[src/rtl/adc_pkg.sv]
// Shared ADC serial-port definitions: word/tag widths, tagged sample type and
// deframer FSM state encoding.
package adc_pkg;

  localparam int ADC_WORD_W   = 16;
  localparam int ADC_CHAN_W   = 3;
  localparam int ADC_NUM_REGS = 8;

  typedef struct packed {
    logic [ADC_CHAN_W-1:0] chan;
    logic [ADC_WORD_W-1:0] sample;
  } adc_sample_t;

  typedef enum logic [1:0] {
    ST_IDLE    = 2'd0,
    ST_WAIT_FS = 2'd1,
    ST_SHIFT   = 2'd2
  } adc_state_t;

  // Channel tag advance with wrap after the last channel of a frame.
  function automatic logic [ADC_CHAN_W-1:0] chan_next(input logic [ADC_CHAN_W-1:0] c,
                                                      input int n);
    return (int'(c) == n - 1) ? '0 : c + ADC_CHAN_W'(1);
  endfunction

endpackage

[src/rtl/sync_fifo.sv]
// Single-clock FIFO with registered read data, level count and full/empty.
// A push while full is accepted only when a pop frees a slot on the same edge.
module sync_fifo #(
  parameter int WIDTH = 19,
  parameter int DEPTH = 8
) (
  input  logic                   SCLK,
  input  logic                   rst_l,
  input  logic                   wr_en,
  input  logic [WIDTH-1:0]       wr_data,
  input  logic                   rd_en,
  output logic [WIDTH-1:0]       rd_data,
  output logic                   rd_valid,
  output logic                   full,
  output logic                   empty,
  output logic [$clog2(DEPTH):0] level
);

  localparam int AW = $clog2(DEPTH);
  localparam int LW = AW + 1;

  logic [WIDTH-1:0] mem [DEPTH];
  logic [AW-1:0]    wr_ptr;
  logic [AW-1:0]    rd_ptr;
  logic             do_rd;
  logic             do_wr;

  assign do_rd = rd_en && !empty;
  assign do_wr = wr_en && (!full || do_rd);
  assign full  = (level == LW'(DEPTH));
  assign empty = (level == '0);

  always_ff @(posedge SCLK or negedge rst_l) begin
    if (!rst_l) begin
      wr_ptr   <= '0;
      rd_ptr   <= '0;
      level    <= '0;
      rd_data  <= '0;
      rd_valid <= 1'b0;
    end else begin
      if (do_wr) wr_ptr <= wr_ptr + AW'(1);
      if (do_rd) begin
        rd_ptr  <= rd_ptr + AW'(1);
        rd_data <= mem[rd_ptr];
      end
      rd_valid <= do_rd;
      level    <= level + LW'(do_wr) - LW'(do_rd);
    end
  end

  always_ff @(posedge SCLK) begin
    if (do_wr) mem[wr_ptr] <= wr_data;
  end

endmodule

[src/rtl/adc_sample_deframer.sv]
// Deserializes SDOFS-framed ADC words from SDO, tags each with its channel
// index and queues the tagged words in a FIFO for the acquisition logic.
module adc_sample_deframer
  import adc_pkg::*;
#(
  parameter int CHANNELS   = 6,
  parameter int WORD_W     = ADC_WORD_W,
  parameter int FIFO_DEPTH = 8
) (
  input  logic                         SCLK,
  input  logic                         rst_l,
  input  logic                         enable,
  input  logic                         SDOFS,
  input  logic                         SDO,
  input  logic                         chan_rst,
  input  logic                         rd_en,
  output logic [ADC_CHAN_W+WORD_W-1:0] dout,
  output logic                         dout_valid,
  output logic                         empty,
  output logic                         full,
  output logic [$clog2(FIFO_DEPTH):0]  level,
  output logic                         overflow,
  output logic                         frame_err,
  input  logic                         clr_err
);

  localparam int BIT_W = $clog2(WORD_W);

  adc_state_t              state;
  adc_state_t              state_nxt;
  logic [BIT_W-1:0]        bit_cnt;
  logic [WORD_W-2:0]       shreg;
  logic [ADC_CHAN_W-1:0]   chan;
  logic                    in_shift;
  logic                    start;
  logic                    word_done;
  logic                    fs_err;
  logic                    shift_en;
  logic                    ovf_set;

  always_ff @(posedge SCLK or negedge rst_l) begin
    if (!rst_l) state <= ST_IDLE;
    else        state <= state_nxt;
  end

  always_comb begin
    state_nxt = state;
    if (!enable) begin
      state_nxt = ST_IDLE;
    end else begin
      case (state)
        ST_IDLE, ST_WAIT_FS: state_nxt = SDOFS ? ST_SHIFT : ST_WAIT_FS;
        ST_SHIFT:            if (word_done && !SDOFS) state_nxt = ST_WAIT_FS;
        default:             state_nxt = ST_IDLE;
      endcase
    end
  end

  // An SDOFS on the LSB edge chains the next frame rather than flagging an error.
  always_comb begin
    in_shift  = enable && (state == ST_SHIFT);
    start     = enable && (state != ST_SHIFT) && SDOFS;
    word_done = in_shift && (bit_cnt == BIT_W'(WORD_W - 1));
    fs_err    = in_shift && SDOFS && !word_done;
    shift_en  = in_shift && !fs_err;
  end

  always_ff @(posedge SCLK or negedge rst_l) begin
    if (!rst_l) begin
      bit_cnt <= '0;
      shreg   <= '0;
      chan    <= '0;
    end else if (!enable) begin
      bit_cnt <= '0;
      shreg   <= '0;
      chan    <= '0;
    end else begin
      if (start || fs_err || word_done) bit_cnt <= '0;
      else if (shift_en)                bit_cnt <= bit_cnt + BIT_W'(1);

      if (fs_err)        shreg <= '0;
      else if (shift_en) shreg <= {shreg[WORD_W-3:0], SDO};

      // The word being pushed keeps its tag; chan_rst only affects the next one.
      if (word_done)     chan <= chan_rst ? '0 : chan_next(chan, CHANNELS);
      else if (chan_rst) chan <= '0;
    end
  end

  // Full implies non-empty, so a pop on this edge always frees a slot.
  assign ovf_set = word_done && full && !rd_en;

  always_ff @(posedge SCLK or negedge rst_l) begin
    if (!rst_l) begin
      overflow  <= 1'b0;
      frame_err <= 1'b0;
    end else begin
      if (ovf_set)      overflow <= 1'b1;
      else if (clr_err) overflow <= 1'b0;
      if (fs_err)       frame_err <= 1'b1;
      else if (clr_err) frame_err <= 1'b0;
    end
  end

  sync_fifo #(
    .WIDTH (ADC_CHAN_W + WORD_W),
    .DEPTH (FIFO_DEPTH)
  ) u_fifo (
    .SCLK     (SCLK),
    .rst_l    (rst_l),
    .wr_en    (word_done),
    .wr_data  ({chan, shreg, SDO}),
    .rd_en    (rd_en),
    .rd_data  (dout),
    .rd_valid (dout_valid),
    .full     (full),
    .empty    (empty),
    .level    (level)
  );

endmodule

[config.mk]
export PLATFORM = sky130hd
export DESIGN_NAME = adc_sample_deframer
export DESIGN_NICKNAME = d
export VERILOG_FILES = /design/src/rtl/adc_pkg.sv /design/src/rtl/sync_fifo.sv /design/src/rtl/adc_sample_deframer.sv
export SDC_FILE = /design/constraint.sdc
export NUM_CORES = 1
export LEC_CHECK = 0
export ABC_AREA = 1
export BUFFER_PORTS_ARGS = -buffer_cell sky130_fd_sc_hd__buf_2
export CAP_MARGIN = 20
export CORE_ASPECT_RATIO = 0.7
export CORE_UTILIZATION = 25
export CTS_CLUSTER_DIAMETER = 60
export CTS_CLUSTER_SIZE = 10
export DETAILED_ROUTE_END_ITERATION = 10
export HOLD_SLACK_MARGIN = 0.15
export MAX_ROUTING_LAYER = met4
export SLEW_MARGIN = 25
export SYNTH_ARGS = -nofsm -noshare
export SYNTH_HDL_FRONTEND = slang
export SYNTH_HIERARCHICAL = 1
export SYNTH_SLANG_ARGS = --single-unit
[constraint.sdc]
create_clock -name SCLK -period 6.1 [get_ports SCLK]
set_input_delay 0 -clock SCLK [delete_from_list [all_inputs] [get_ports SCLK]]
set_output_delay 0 -clock SCLK [all_outputs]
set_load 0.02 [all_outputs]
### Yosys cells after proc, flatten, opt, wreduce, memory -nomap -nowiden

Memory sizes are Yosys's and may differ from the RTL's. A register that Yosys moved wholly into a read port is not among the register bits.
Cells that the tools add are included.

* register bits after elaboration: 37
* memory bits (writable): 152
* input port bits: 8
* output and inout bits: 28
* word-level logic and storage cells: 74
* memories: 1

Memories
* u_fifo.mem: words 8, width 19, rd ports 1, clocked after Yosys merged registers in 1, wr ports 1, line sync_fifo.sv:22 `logic [WIDTH-1:0] mem [DEPTH];`

* add/subtract/negate cells: 6
* equality and inequality tests: 10
* muxes and demuxes: 20
* reduce and logical (&&, ||, !) cells: 27

Operators with widths (count)
* $mux W15: 3
* $mux W3: 5
* $logic_and A1 B1 Y1: 12
* $mux W4: 3
* $add A3 B1 Y3 const B: 3
* $ne A3 B1 Y1 const B: 3
* $eq A4 B4 Y1 const B: 2
* $logic_not A1 Y1: 7
* $mux W2: 3
* $mux W1: 5
* $add A4 B1 Y4: 1
* $add A4 B1 Y4 const B: 1
* $logic_not A4 Y1: 1
* $pmux W2 S2: 1
* $reduce_bool A2 Y1: 2
* $sub A4 B1 Y4: 1
* $eq A3 B3 Y1 const B: 1
* $logic_or A1 B1 Y1: 3
* $ne A3 B3 Y1 const B: 1
* $eq A2 B1 Y1 const B: 1
* $eq A2 B2 Y1 const B: 1
* $logic_not A2 Y1: 1
* $ne A2 B2 Y1 const B: 1
* $reduce_or A2 Y1: 1

### Longest topological paths before layout

Gate-level depths: netlist of run 1.

* depth in word-level cells: 10
* mapped depth: 11
* mapped depth without buffers: 11

### By module

Netlist of run 1, hierarchy kept.

Modules (own cells, without submodules)
* sync_fifo: times used 1, cells an instance 737, area an instance 7739.9 um^2, sequential area each 5315.1 um^2
* adc_sample_deframer: times used 1, cells an instance 149, area an instance 1333.8 um^2, sequential area each 650.6 um^2

### Worst setup path before layout of run 1

Ideal clock, no wire load.

* path type: flip-flop to flip-flop
* from: register bit_cnt[0]
* to: memory u_fifo.mem[0][0], enable pin
* setup time: 0.395 ns
* arrival: 2.090 ns
* required time: 5.705 ns
* path slack: 3.616 ns
* cell stages (with the launch flop): 8
* path buffers: 0
* period minus slack after synthesis: 2.484 ns
* path through: dfrtp_1 -> ha_1 -> nand3_4 -> nor2_4 -> inv_1 -> a21oi_2 -> nand2_1 -> nor2_1

* cells in the longest elaborated chain, start to end: 5

RTL lines
* start, declared: line adc_sample_deframer.sv:31 `logic [BIT_W-1:0] bit_cnt;`
* start signal, assigned: line adc_sample_deframer.sv:79 `else if (shift_en) bit_cnt <= bit_cnt + BIT_W'(1);`
* $eq A4 B4 Y1: line adc_sample_deframer.sv:63 `word_done = in_shift && (bit_cnt == BIT_W'(WORD_W - 1));`
* $logic_and A1 B1 Y1: line adc_sample_deframer.sv:63
* named net word_done: line adc_sample_deframer.sv:36 `logic word_done;`
* $logic_and A1 B1 Y1: line sync_fifo.sv:29 `assign do_wr = wr_en && (!full || do_rd);`
* $mux W1: line sync_fifo.sv:52 `if (do_wr) mem[wr_ptr] <= wr_data;`
* $mux W1 (implied by the code): line sync_fifo.sv:52
* end, declared: line sync_fifo.sv:22

The timed path passes the listed nets, and every way through them passes these cells.

### Worst setup path after layout of run 1

* from: register bit_cnt[0]
* to: memory u_fifo.mem[3][7], enable pin

The elaborated chain is that of the path after synthesis.

==> results of run 1 <==
## worst paths after layout
path,from,end,slack (ns),cells past startpoint
max reg2reg,bit_cnt[0],u_fifo/mem[3][7],3.35,7
max,bit_cnt[0],u_fifo/mem[3][7],3.35,7
min,rst_l,frame_err,0.17,3
min in group SCLK,SDOFS,state[0],0.31,3
min reg2reg,u_fifo/rd_data[12],u_fifo/rd_data[12],0.48,2
max in group asynchronous,rst_l,u_fifo/rd_ptr[0],5.34,3
## report_power, final
part / switching, W / total (W) / internal (W)
registers: 0.0000771 / 0.00167 / 0.00160
clock network: 0.000547 / 0.00132 / 0.000774
logic: 0.000851 / 0.00119 / 0.000340
total: 0.00148 / 0.00419 / 0.00271
## cell type report
cell class	instances	area, µm²
Fill cell	3681	24800
Sequential cell	208	5970
Multi-Input combinational cell	493	2330
Clock buffer	44	707
Tap cell	472	591
Inverter	147	554
Timing Repair Buffer	50	310
## routing by layer
metal  share of wire (%)  global-route usage, %
met5                   0                      -
met1                  50                   20.7
met2                  39                   16.0
met3                 8.9                   2.58
met4                 1.5                   2.80
## cell usage after synthesis, drive strengths merged (2+ instances only)
library cell | n | area share (%)
nand4 | 3 | 0.21
inv | 147 | 6.1
edfxtp | 152 | 50
o21ai | 6 | 0.37
ha | 8 | 1.1
buf | 32 | 2.6
dfrtp | 56 | 15
xor2 | 2 | 0.19
a21oi | 2 | 0.15
xnor2 | 3 | 0.29
clkbuf | 6 | 0.25
nand2 | 292 | 12
nand3 | 158 | 9.5
nor2 | 14 | 0.69
## registers in the layout, indices dropped and copies added (netlist names)
register,flops
bit_cnt,4
chan,3
frame_err,1
overflow,1
shreg,15
state,2
u_fifo/level,4
u_fifo/mem,152
u_fifo/rd_data,19
u_fifo/rd_ptr,3
u_fifo/rd_valid,1
u_fifo/wr_ptr,3
## what timing repair did
action,CTS,global route
setup buffers,0,0
hold endpoints to repair,110,0
resized for setup,0,0
hold buffers,9,0
## metrics by stage
stage	instances	util [%]	worst slack (ns)	area, µm²
after floorplan	886	-	3.62	9070
after global placement	1361	27.4	3.38	9650
after detailed placement	1361	27.4	3.34	9650
after CTS	1414	29.7	3.33	10400
after global routing	1414	29.7	3.14	10500
final	1414	29.7	3.35	10500
## cells in the final DEF (no fill, tap or decap), drive strengths merged
cell / netlist / final
nand3: 158 / 158
edfxtp: 152 / 152
o21ai: 6 / 6
nor3: 1 / 1
a21oi: 2 / 2
o31ai: 1 / 1
clkbuf: 6 / 44
buf: 32 / 41
fa: 1 / 1
nor2: 14 / 14
dlygate4sd3: 0 / 9
nand4: 3 / 3
dfrtp: 56 / 56
xor2: 2 / 2
inv: 147 / 147
nand2: 292 / 292
xnor2: 3 / 3
nor3b: 1 / 1
ha: 8 / 8
o22ai: 1 / 1
## cells by family after synthesis
group           count (synthesis)  synth area share [%]
flops                         208                  65.7
fa+ha+maj                       9                  1.32
simple gates                  469                  22.8
compound gates                 10                 0.676
xor+xnor                        5                 0.483
buf+inv                       185                  8.92
## worst register-to-register path, cell delays in order, from the launching register on
cell	delay, ns
dfrtp_1	0.38
ha_1	0.25
nand3_4	0.14
nor2_4	0.24
inv_1	0.09
a21oi_2	0.18
nand2_1	0.26
nor2_2	0.82
==> results.txt, run 1 <==
- Setup violations remaining at the end of the flow were counted as 0.
- The critical path in this run is classified as reg -> reg.
- Layout cells sized above 1: 10.6%
* Syn Std Cell Area: 9070 µm²
- 1st-iter DRT viols: 719
- The clock reaches the later pin of the worst-skew pair after 0.51 ns.
* Cell at the root of the clock tree: clkbuf_16
- Mapped Nets: 903
- Number of nets at the end of the flow: 941
* Antenna cell count: 0
- GR Util All Layers: 12.9%
* Number of distinct library cell variants in the gate-level netlist after synthesis: 33
- Number of iterations in the first detailed-routing pass: 5
- After detailed routing, the number of remaining DRC violations is 0.
* Wire length after detailed routing: 23.3 mm
- The Yosys step of the flow raised 6 warnings.
- The critical path goes through ha_1 > nand3_4 > nor2_4 > inv_1 > a21oi_2 > nand2_1 > nor2_2.
- Class of the most critical hold timing path: in -> async
- RSZ-0062 raised after global routing: false
* Sum of overflow across all layers after global routing: 0
* Proportion of synthesized chip area in sequential cells: 65.7%
- First-pass GRT wire length: 35.0 mm
- Worst Skew: 0.0156 ns
- Largest net degree at the start of global routing: 79
* Top achievable clock speed: 363 MHz
- In this run the mean area of a mapped cell was 10.2 µm².
* Clock transition time at the flip-flop clock pins of the worst setup and hold paths: 0.06 ns
* Flip-flop cell with the highest count after synthesis: edfxtp_1
* CP Launch Type: flop
- The run finished with clean final reports.
- Detailed Place HPWL: 14.6 mm
* Std-Cell Core Area: 35200 µm²
- The final route contains 6151 vias.
* WP data required: 6.22 ns
- Clock period minus final worst setup slack: 2.75 ns
- STA classifies the critical path endpoint as a flop.
* Arrival time at the worst endpoint: 2.87 ns
- Pins Over Slew Limit: 0
- For this configuration, the core starts out at a cell density of 25.8%.
* Ys async rst share: 26.9%
* Static leakage power: 4.64 nW
* Delay of the slowest critical-path stage: 0.82 ns
- Kind of cell adding the most delay to the critical path: simple AND/OR/NAND/NOR gates
- Largest vdd supply drop: 156 µV
- Number of storage elements in the synthesis netlist: 208
- Setup_tns: 0 ns
* Highest-delay cell along the critical path: nor2_2
- ANT nets after route: 0
* Gate Count Post-Synth: 886
- After detailed routing, the number of vias per cell comes to 4.35.
- Buffer depth of the longest clock path: 3
- The clock drives 208 sinks.
- Cts bufs inserted: 24
- CTS built an H-tree with a depth of 1.
* Pin slew with the least headroom to its limit: 0.994 ns
- Row generation in the floorplan step produced 57 rows.
* Period utilization: 45.1%
- Worst hold slack: 0.167 ns
- At the end of routability-driven placement, the weighted congestion stood at 0.863.
- Wire length per cell: 16.5 µm
- Slew HR: 33.7%
- The die is 230 µm wide.
- The design draws 0.00419 W.
- The via count of the first global-routing pass is 5545.
* Die outline height: 161 µm
- Number of flops mapped to enable cells by yosys: 152
* Max-capacitance violation count: 0
* Power density over cell area: 400 nW/µm²
- The floorplan step defined a die boundary enclosing 37100 µm².
- In this run the worst path has a maximum fanout of 19.
* Number of antenna violations at the first check in global routing: 1
- Count of port buffers added during placement: 35
- Buffers and inverters on the worst path: 1
* Synth-to-Final Area Change: 15.3%
* Hold Vio Cnt, Final: 0
* Clock tree from TritonCTS: yes
- Top Ports: 36
Note: power is estimated with default switching activity, not from simulation.
==> run 2, diff against run 1 <==
ABC_AREA = 0   (was 1)
clock period = 2.4 ns   (was 6.1 ns; I/O delays follow)
==> results.txt, run 2 <==
* Outcome: completed
- H-tree level count: 1 (unchanged)
- STA classifies the critical path endpoint as a flop.
- Detailed Place HPWL: 10.9 mm (-26%)
- Pin slew with the least headroom to its limit: 0.573 ns (-0.420 ns)
- The power density relative to cell area is 1010 nW/µm² (+150%).
- Internal power summed over all cells: 0.00722 W (+170%)
- The setup-violating endpoint count in the final report was 0 (unchanged).
- Compound-Gate Fraction of Synth Area: 9.68% (+9.0 points)
- On the critical path the largest part of the delay comes from adder cells.
- Proportion of synthesized chip area in sequential cells: 70.8% (+5.1 points)
- Fraction of synthesized area in multiplexers: 9.98% (+10 points)
- Largest driver fanout on the critical path: 6 (-13)
- DRC viols: 0 (unchanged)
- Total number of vias: 4631 (-25%)
* Area of the die: 34500 µm² (-7.1%)
* Total design power: 0.0104 W (+150%)
* Via density per instance: 4.42 (+1.6%)
- Cells after DPL: 993 (-27%)
* Flip-flop cell with the highest count after synthesis: edfxtp_1
- RSZ-0062 raised after global routing: false
- Number of resized instances in the post-cts repair step: 0 (unchanged)
- The period utilization was 91.1% (+46 points).
- Final Non-Filler Cells: 1048 (-26%)
- Area of all placed cells without fillers: 10300 µm² (-1.9%)
- The largest registers in the layout are u_fifo/mem x152, u_fifo/rd_data x19, shreg x15.
* Initial standard-cell utilization of the core: 25.7% (-0.033 points)
- Top cell type's share of synthesized area: 54.2% (+3.9 points)
- Worst Skew: 0.0141 ns (-0.00148 ns)
- The yosys synthesis warning count came to 6 (unchanged).
* Hold Vio Cnt, Final: 0 (unchanged)
- The critical path is of the reg -> reg type.
- Class of the most critical hold timing path: in -> reg
* Final weighted congestion in routability-driven placement: 0.723 (-16%)
- By area the synthesized netlist is led by edfxtp_1 54%, dfrtp_1 17%, mux2_2 5.2%.
* WP data required: 2.80 ns (-3.42 ns)
* Part of the power in registers: 41.3% (+1.3 points)
* Std-Cell Core Area: 32800 µm² (-7.0%)
- First-pass GRT wire length: 28.7 mm (-18%)
* Largest net degree at the start of global routing: 30 (-62%)
- The highest clock frequency the design can meet came to 458 MHz (+26%).
- The number of buffers and inverters on the critical path is 1 (unchanged).
* Simple-gate portion of the synthesized area: 4.48% (-18 points)
- Number of nets at the end of the flow: 620 (-34%)
- The clock transition at the register clock pins on the worst setup and hold paths after CTS is 0.06 ns (about the same).
- Pins Over Slew Limit: 0 (unchanged)
- Wire length per cell: 17.4 µm (+5.3%)
- Cell count of the worst hold path: 2
- Commonest cells after routing, fill and taps aside: 152 x edfxtp_1, 55 x dfrtp_1, 40 x nand2_1
* Vias in the first global route: 4601 (-17%)
- Die outline width: 221 µm (-3.6%)
- The final core utilization was 31.3% (+1.6 points).
- Syn Std Cell Area: 8430 µm² (-7.1%)
- The maximum vdd drop is 559 µV (+260%).
* Worst hold slack: 0.329 ns (+0.163 ns)
- The number of stages on the worst setup path came to 9 (+2).
- The average cell area after synthesis is 15.8 µm² (+55%).
* List of most frequent post-synthesis cells: 152 x edfxtp_1, 56 x dfrtp_1, 40 x nand2_1
* Chain of cells forming the critical path: ha_4 > nand3_4 > nor3_4 > or3_1 > nand2_1 > ha_1 > inv_1 > fa_1 > xnor2_1
- Ys async rst share: 26.9% (unchanged)
* Highest-delay cell along the critical path: dfrtp_1
- Number of distinct library cell variants in the gate-level netlist after synthesis: 48 (+45%)
* Switching share of total power: 30.4% (-4.8 points)
* Switching power summed over all nets: 0.00315 W (+110%)
* Layout cells sized above 1: 25.3% (+15 points)
* Proportion of power drawn by the clock network: 31.7% (+0.2 points)
- Synthesized-area fraction occupied by adder cells: 1.43% (+0.10 points)
* Static leakage power: 3.69 nW (-21%)
* Sum of overflow across all layers after global routing: 0 (unchanged)
* Gate Count Post-Synth: 532 (-40%)
* Synth-to-Final Area Change: 21.8%
- The total I/O pin count was 36 (unchanged).
* 1st-iter DRT viols: 350 (-51%)
* # clock sinks: 208 (unchanged)
- Wire length after detailed routing: 18.2 mm (-22%)
- Number of antenna violations at the first check in global routing: 0 (-1)
- The number of enable-type register cells in the synthesized netlist came to 152 (unchanged).
- Delay of the slowest critical-path stage: 0.43 ns (-0.39 ns)
- Max FFs per register: 152 (unchanged)
- The antenna cell count is 0 (unchanged).
- TritonCTS built the clock tree.
* Cts bufs inserted: 24 (unchanged)
- Combinational family with the most area after synthesis: multiplexers
- ANT nets after route: 0 (unchanged)
- The xor/xnor share of the synthesized area was 0.728% (+0.25 points).
- Worst Reg2Reg Path Length in Cells: 9 (+2)
* Area after detailed placement: 9440 µm² (-2.2%)
- The source-to-sink clock delay at the later pin of the worst-skew pair was 0.52 ns (about the same).
* Arrival time at the worst endpoint: 2.59 ns (-0.28 ns)
- The flip-flop and latch count after synthesis came to 208 (unchanged).
- The most common cell in the synthesized netlist is edfxtp_1.
- The number of buffers on the longest clock path was 3 (unchanged).
- The combinational cell fraction of total power came to 27.0% (-1.5 points).
- Top reg by flops: u_fifo/mem
* Clock period minus final worst setup slack: 2.19 ns (-0.566 ns)
- The number of cell rows came to 55 (-3.5%).
* Leading area contributor after synthesis: edfxtp_1
* Max-capacitance violation count: 0 (unchanged)
* Commonest non-fill, non-tap cell in the layout: edfxtp_1
- CTS placed an instance of clkbuf_16 at the clock tree root.
- The count of port buffers added during placement was 35 (unchanged).
* GR Util All Layers: 11.2% (-1.7 points)
- The height of the chip was 156 µm (-3.6%).
* Mapped Nets: 549 (-39%)
- STA classifies the critical path startpoint as a flop.
* Number of iterations in the first detailed-routing pass: 4 (-1)
* Slew HR: 61.6% (+28 points)
==> run 2: cell families after synthesis <==
logic type	count (synthesis)
DFF	208
AOI/OAI and AO/OA	111
muxes	79
and+or+nand+nor	77
buffers and inverters	41
adders and majority gates	9
xor gates and xnor gates	7
==> run 2: power groups by stage <==
stage | Sequential (W) | Combinational [W] | Clock [W]
6_report | 0.00428 | 0.00280 | 0.00328
3_5_place_dp | 0.00435 | 0.00282 | 0
3_3_place_gp | 0.00434 | 0.00281 | 0
5_1_grt | 0.00432 | 0.00303 | 0.00353
4_1_cts | 0.00428 | 0.00284 | 0.00340
2_1_floorplan | 0.00453 | 0.00182 | 0
==> run 2: final timing paths <==
| check | from | slack, ns | endpoint |
|---|---|---|---|
| max in group asynchronous | rst_l | 1.53 | u_fifo/rd_data[17] |
| setup reg to reg | bit_cnt[0] | 0.21 | u_fifo/level[2] |
| min in group asynchronous | rst_l | 0.64 | u_fifo/rd_data[11] |
| setup / recovery | bit_cnt[0] | 0.21 | u_fifo/level[2] |
| hold / removal | SDO | 0.33 | u_fifo/mem[2][0] |
| hold reg to reg | u_fifo/rd_data[9] | 0.50 | u_fifo/rd_data[9] |
==> run 2: per-stage QoR <==
step | TNS [ns] | setup slack (ns)
2_1_floorplan | -0.432 | -0.0227
3_3_place_gp | 0 | 0.0899
3_5_place_dp | 0 | 0.0632
4_1_cts | 0 | 0.0554
5_1_grt | 0 | 0.0324
6_report | 0 | 0.215
==> run 2: final cells by class <==
class	instances	area [µm²]
well taps	427	534
fillers	3216	22500
repair buffers	72	663
flip-flops and latches	208	5970
multi-input cells	283	2340
clock buffers	43	682
clock inverters	1	16.3
inverters	14	52.6
==> run 2: routing by layer <==
| layer | wire [µm] | vias to the layer above | track usage, % |
|---|---|---|---|
| li1 | - | 2185 | - |
| met1 | 9070 | 2317 | 16.5 |
| met2 | 7620 | 106 | 15.8 |
| met3 | 1240 | 23 | 2.52 |
| met4 | 279 | 0 | 1.95 |
| met5 | 0 | - | - |
==> run 2: timing repair <==
item                                    CTS  global route
hold buffers                             10             0
endpoints found under the hold margin    97             0
endpoints found under the setup margin    0            76
buffers inserted                          0             1
==> run 3, diff against run 2 <==
PLACE_DENSITY = 0.43   (was default)
REMOVE_ABC_BUFFERS = 1   (was default)
==> results.txt, run 3 (synthesis results as in run 2) <==
* Layout cells sized above 1: 25.9% (+0.59 points)
- The highest clock frequency the design can meet was 454 MHz (-0.83%).
- GR Util All Layers: 13.0% (+1.8 points)
- The most critical setup path has its startpoint at bit_cnt[0].
* Routed length on met1: 10.5 mm (+16%)
* Clock tree from TritonCTS: yes
- Setup slack of the critical path after layout: 0.196 ns (-0.0183 ns)
* Highest-delay cell along the critical path: dfrtp_1
* Top Layer Used: met4
- Largest registers in the final layout: u_fifo/mem x152, u_fifo/rd_data x19, shreg x15
- The source-to-sink clock delay at the later pin of the worst-skew pair was 0.52 ns (about the same).
* Die outline width: 221 µm (unchanged)
- Largest vdd supply drop: 494 µV (-12%)
- Max FFs per register: 152 (unchanged)
* Number of antenna violations at the first check in global routing: 0 (unchanged)
- The setup-violating endpoint count in the final report was 0 (unchanged).
* Cell at the root of the clock tree: clkbuf_16
- The number of buffers and inverters on the critical path was 3 (+2).
- The total I/O pin count came to 36 (unchanged).
- Critical path endpoint category: flop
* First-pass GRT wire length: 32.3 mm (+13%)
* Wire length per cell: 20.0 µm (+15%)
- Cells after DPL: 1005 (+1.2%)
* Hold Vio Cnt, Final: 0 (unchanged)
* Clock transition time at the flip-flop clock pins of the worst setup and hold paths: 0.06 ns (about the same)
- The final standard cell count with taps included and fillers excluded came to 1057 (+0.86%).
* DR WL met3: 758 µm (-39%)
* Synth-to-Final Area Change: 19.9%
* Cell mode on critical path: buf_4
- The vias after detailed routing is 4770 (+3.0%).
- The number of H-tree levels is 1 (unchanged).
- Initial standard-cell utilization of the core: 25.7% (unchanged)
* WP data required: 2.59 ns (-0.21 ns)
- DRC viols: 0 (unchanged)
- Setup repair after global routing left no endpoint under its margin.
- The area of the die is 34500 µm² (unchanged).
- Final Util: 30.8% (-0.50 points)
* Commonest cells after routing, fill and taps aside: 152 x edfxtp_1, 55 x dfrtp_1, 40 x nand2_1
- The final setup TNS was 0 ns (unchanged).
* Buffers inserted during post-CTS setup optimization: 0 (unchanged)
- The max-capacitance violation count was 0 (unchanged).
* ANT nets after route: 0 (unchanged)
- The count of port buffers added during placement came to 35 (unchanged).
* Final weighted congestion in routability-driven placement: 0.768 (+6.3%)
* Class of the most critical hold timing path: in -> async
* Slew HR: 45.7% (-16 points)
- The leakage power was 3.69 nW (+0.19%).
- The worst register-to-register path ends at u_fifo/mem[7][7].
- Arrival time at the worst endpoint: 2.39 ns (-0.20 ns)
- The area of the core came to 32800 µm² (unchanged).
- The peak fanout along the critical path came to 14 (+8).
- Worst hold slack: 0.125 ns (-0.205 ns)
* Die outline height: 156 µm (unchanged)
- The largest net degree at the start of global routing came to 38 (+27%).
- CP Launch Type: flop
- Critical path depth in cells: 8 (-1)
- u_fifo/mem holds more flip-flops than any other register.
- The run finished with clean final reports.
* Clock period minus final worst setup slack: 2.20 ns (+0.0183 ns)
- Detailed Place HPWL: 13.4 mm (+23%)
* Worst Skew: 0.0161 ns (+0.00197 ns)
- Antenna cell count: 0 (unchanged)
- Capture point of the critical path: u_fifo/mem[7][7]
- The flop-to-flop setup slack was 0.20 ns (-0.02 ns).
* Via density per instance: 4.51 (+2.1%)
- Pre-CTS setup slack: 0.118 ns (+0.0545 ns)
- Worst Reg2Reg Path Length in Cells: 8 (-1)
- The length of routed met2 wiring was 9.60 mm (+26%).
- The number of buffers on the longest clock path came to 3 (unchanged).
- # clock sinks: 208 (unchanged)
- The via count of the first global-routing pass is 5006 (+8.8%).
* Chain of cells forming the critical path: ha_1 > nand3_1 > nor3_2 > buf_4 > o211ai_1 > buf_4 > nor2_2 > buf_4
- The maximum cell stage delay along the critical path is 0.41 ns (-0.02 ns).
- Commonest non-fill, non-tap cell in the layout: edfxtp_1
- Type of the worst setup path: reg -> reg
- Pins Over Slew Limit: 0 (unchanged)
* Kind of cell adding the most delay to the critical path: buffers and inverters
- Cts bufs inserted: 24 (unchanged)
* Number of iterations in the first detailed-routing pass: 4 (unchanged)
- The aggregate routed wire length came to 21.2 mm (+16%).
* Sum of overflow across all layers after global routing: 0 (unchanged)
- The worst register-to-register path begins at bit_cnt[0].
- The net count of the finished layout came to 630 (+1.6%).
* Period utilization: 91.8% (+0.76 points)
- The slew at the pin closest to its max-slew limit is 0.814 ns (+0.241 ns).
* Count of standard-cell rows: 55 (unchanged)
* Power density over cell area: 1030 nW/µm² (+1.7%)
- The number of DRC markers after the initial detailed-route iteration came to 210 (-40%).
==> run 3: cell count changes in the layout (fill, tap and decap cells not counted), sizes merged <==
cell / delta
buf: +10
clkinv: -1
==> run 3: metrics by stage <==
| stage | power [W] | area (µm²) |
|---|---|---|
| after floorplan | 0.00619 | 8230 |
| after global placement | 0.00719 | 9310 |
| after detailed placement | 0.00721 | 9310 |
| after CTS | 0.0106 | 10100 |
| after global routing | 0.0109 | 10100 |
| final | 0.0104 | 10100 |
==> run 3: layout make-up <==
| cell class | instances | area [µm²] |
|---|---|---|
| multi-input combinational | 283 | 2260 |
| clock buffer | 43 | 693 |
| inverter | 14 | 52.6 |
| fill | 3244 | 22700 |
| timing repair buffer | 82 | 588 |
| tap | 427 | 534 |
| sequential | 208 | 5970 |
==> run 3: worst min-delay path by stage <==
| stage | startpoint | cells after the start | slack, ns | to |
|---|---|---|---|---|
| floorplan | rst_l | 0 | -0.30 | bit_cnt[0] |
| global placement | rst_l | 1 | 0.15 | u_fifo/rd_data[18] |
| detailed placement | rst_l | 1 | 0.17 | u_fifo/rd_data[18] |
| CTS | rst_l | 2 | 0.16 | u_fifo/rd_data[17] |
| global route | rst_l | 2 | 0.20 | u_fifo/rd_data[17] |
| finish | rst_l | 2 | 0.12 | u_fifo/rd_data[6] |
==> run 3: timing repair <==
item / CTS / global route
hold buffers: 9 / 0
endpoints found under the setup margin: 0 / 68
resized for setup: 0 / 1
endpoints found under the hold margin: 74 / 0
==> run 3: worst reg2reg max path, cell delays in order (launching register included) <==
cell	delay, ns
dfrtp_1	0.41
ha_1	0.23
nand3_1	0.12
nor3_2	0.21
buf_4	0.19
o211ai_1	0.11
buf_4	0.19
nor2_2	0.15
buf_4	0.27
==> run 3: routing by layer <==
layer / vias to the layer above / GRT usage [%]
met5: - / -
met4: 0 / 3.08
met3: 31 / 2.32
met2: 81 / 20.1
met1: 2458 / 17.8
li1: 2200 / -
==> run 3: power breakdown <==
group / internal, W / total (W) / leakage [nW] / switching [W]
Clock: 0.00193 / 0.00328 / 0.329 / 0.00135
Combinational: 0.00117 / 0.00279 / 1.26 / 0.00162
Sequential: 0.00407 / 0.00430 / 2.11 / 0.000228
Total: 0.00718 / 0.0104 / 3.69 / 0.00320
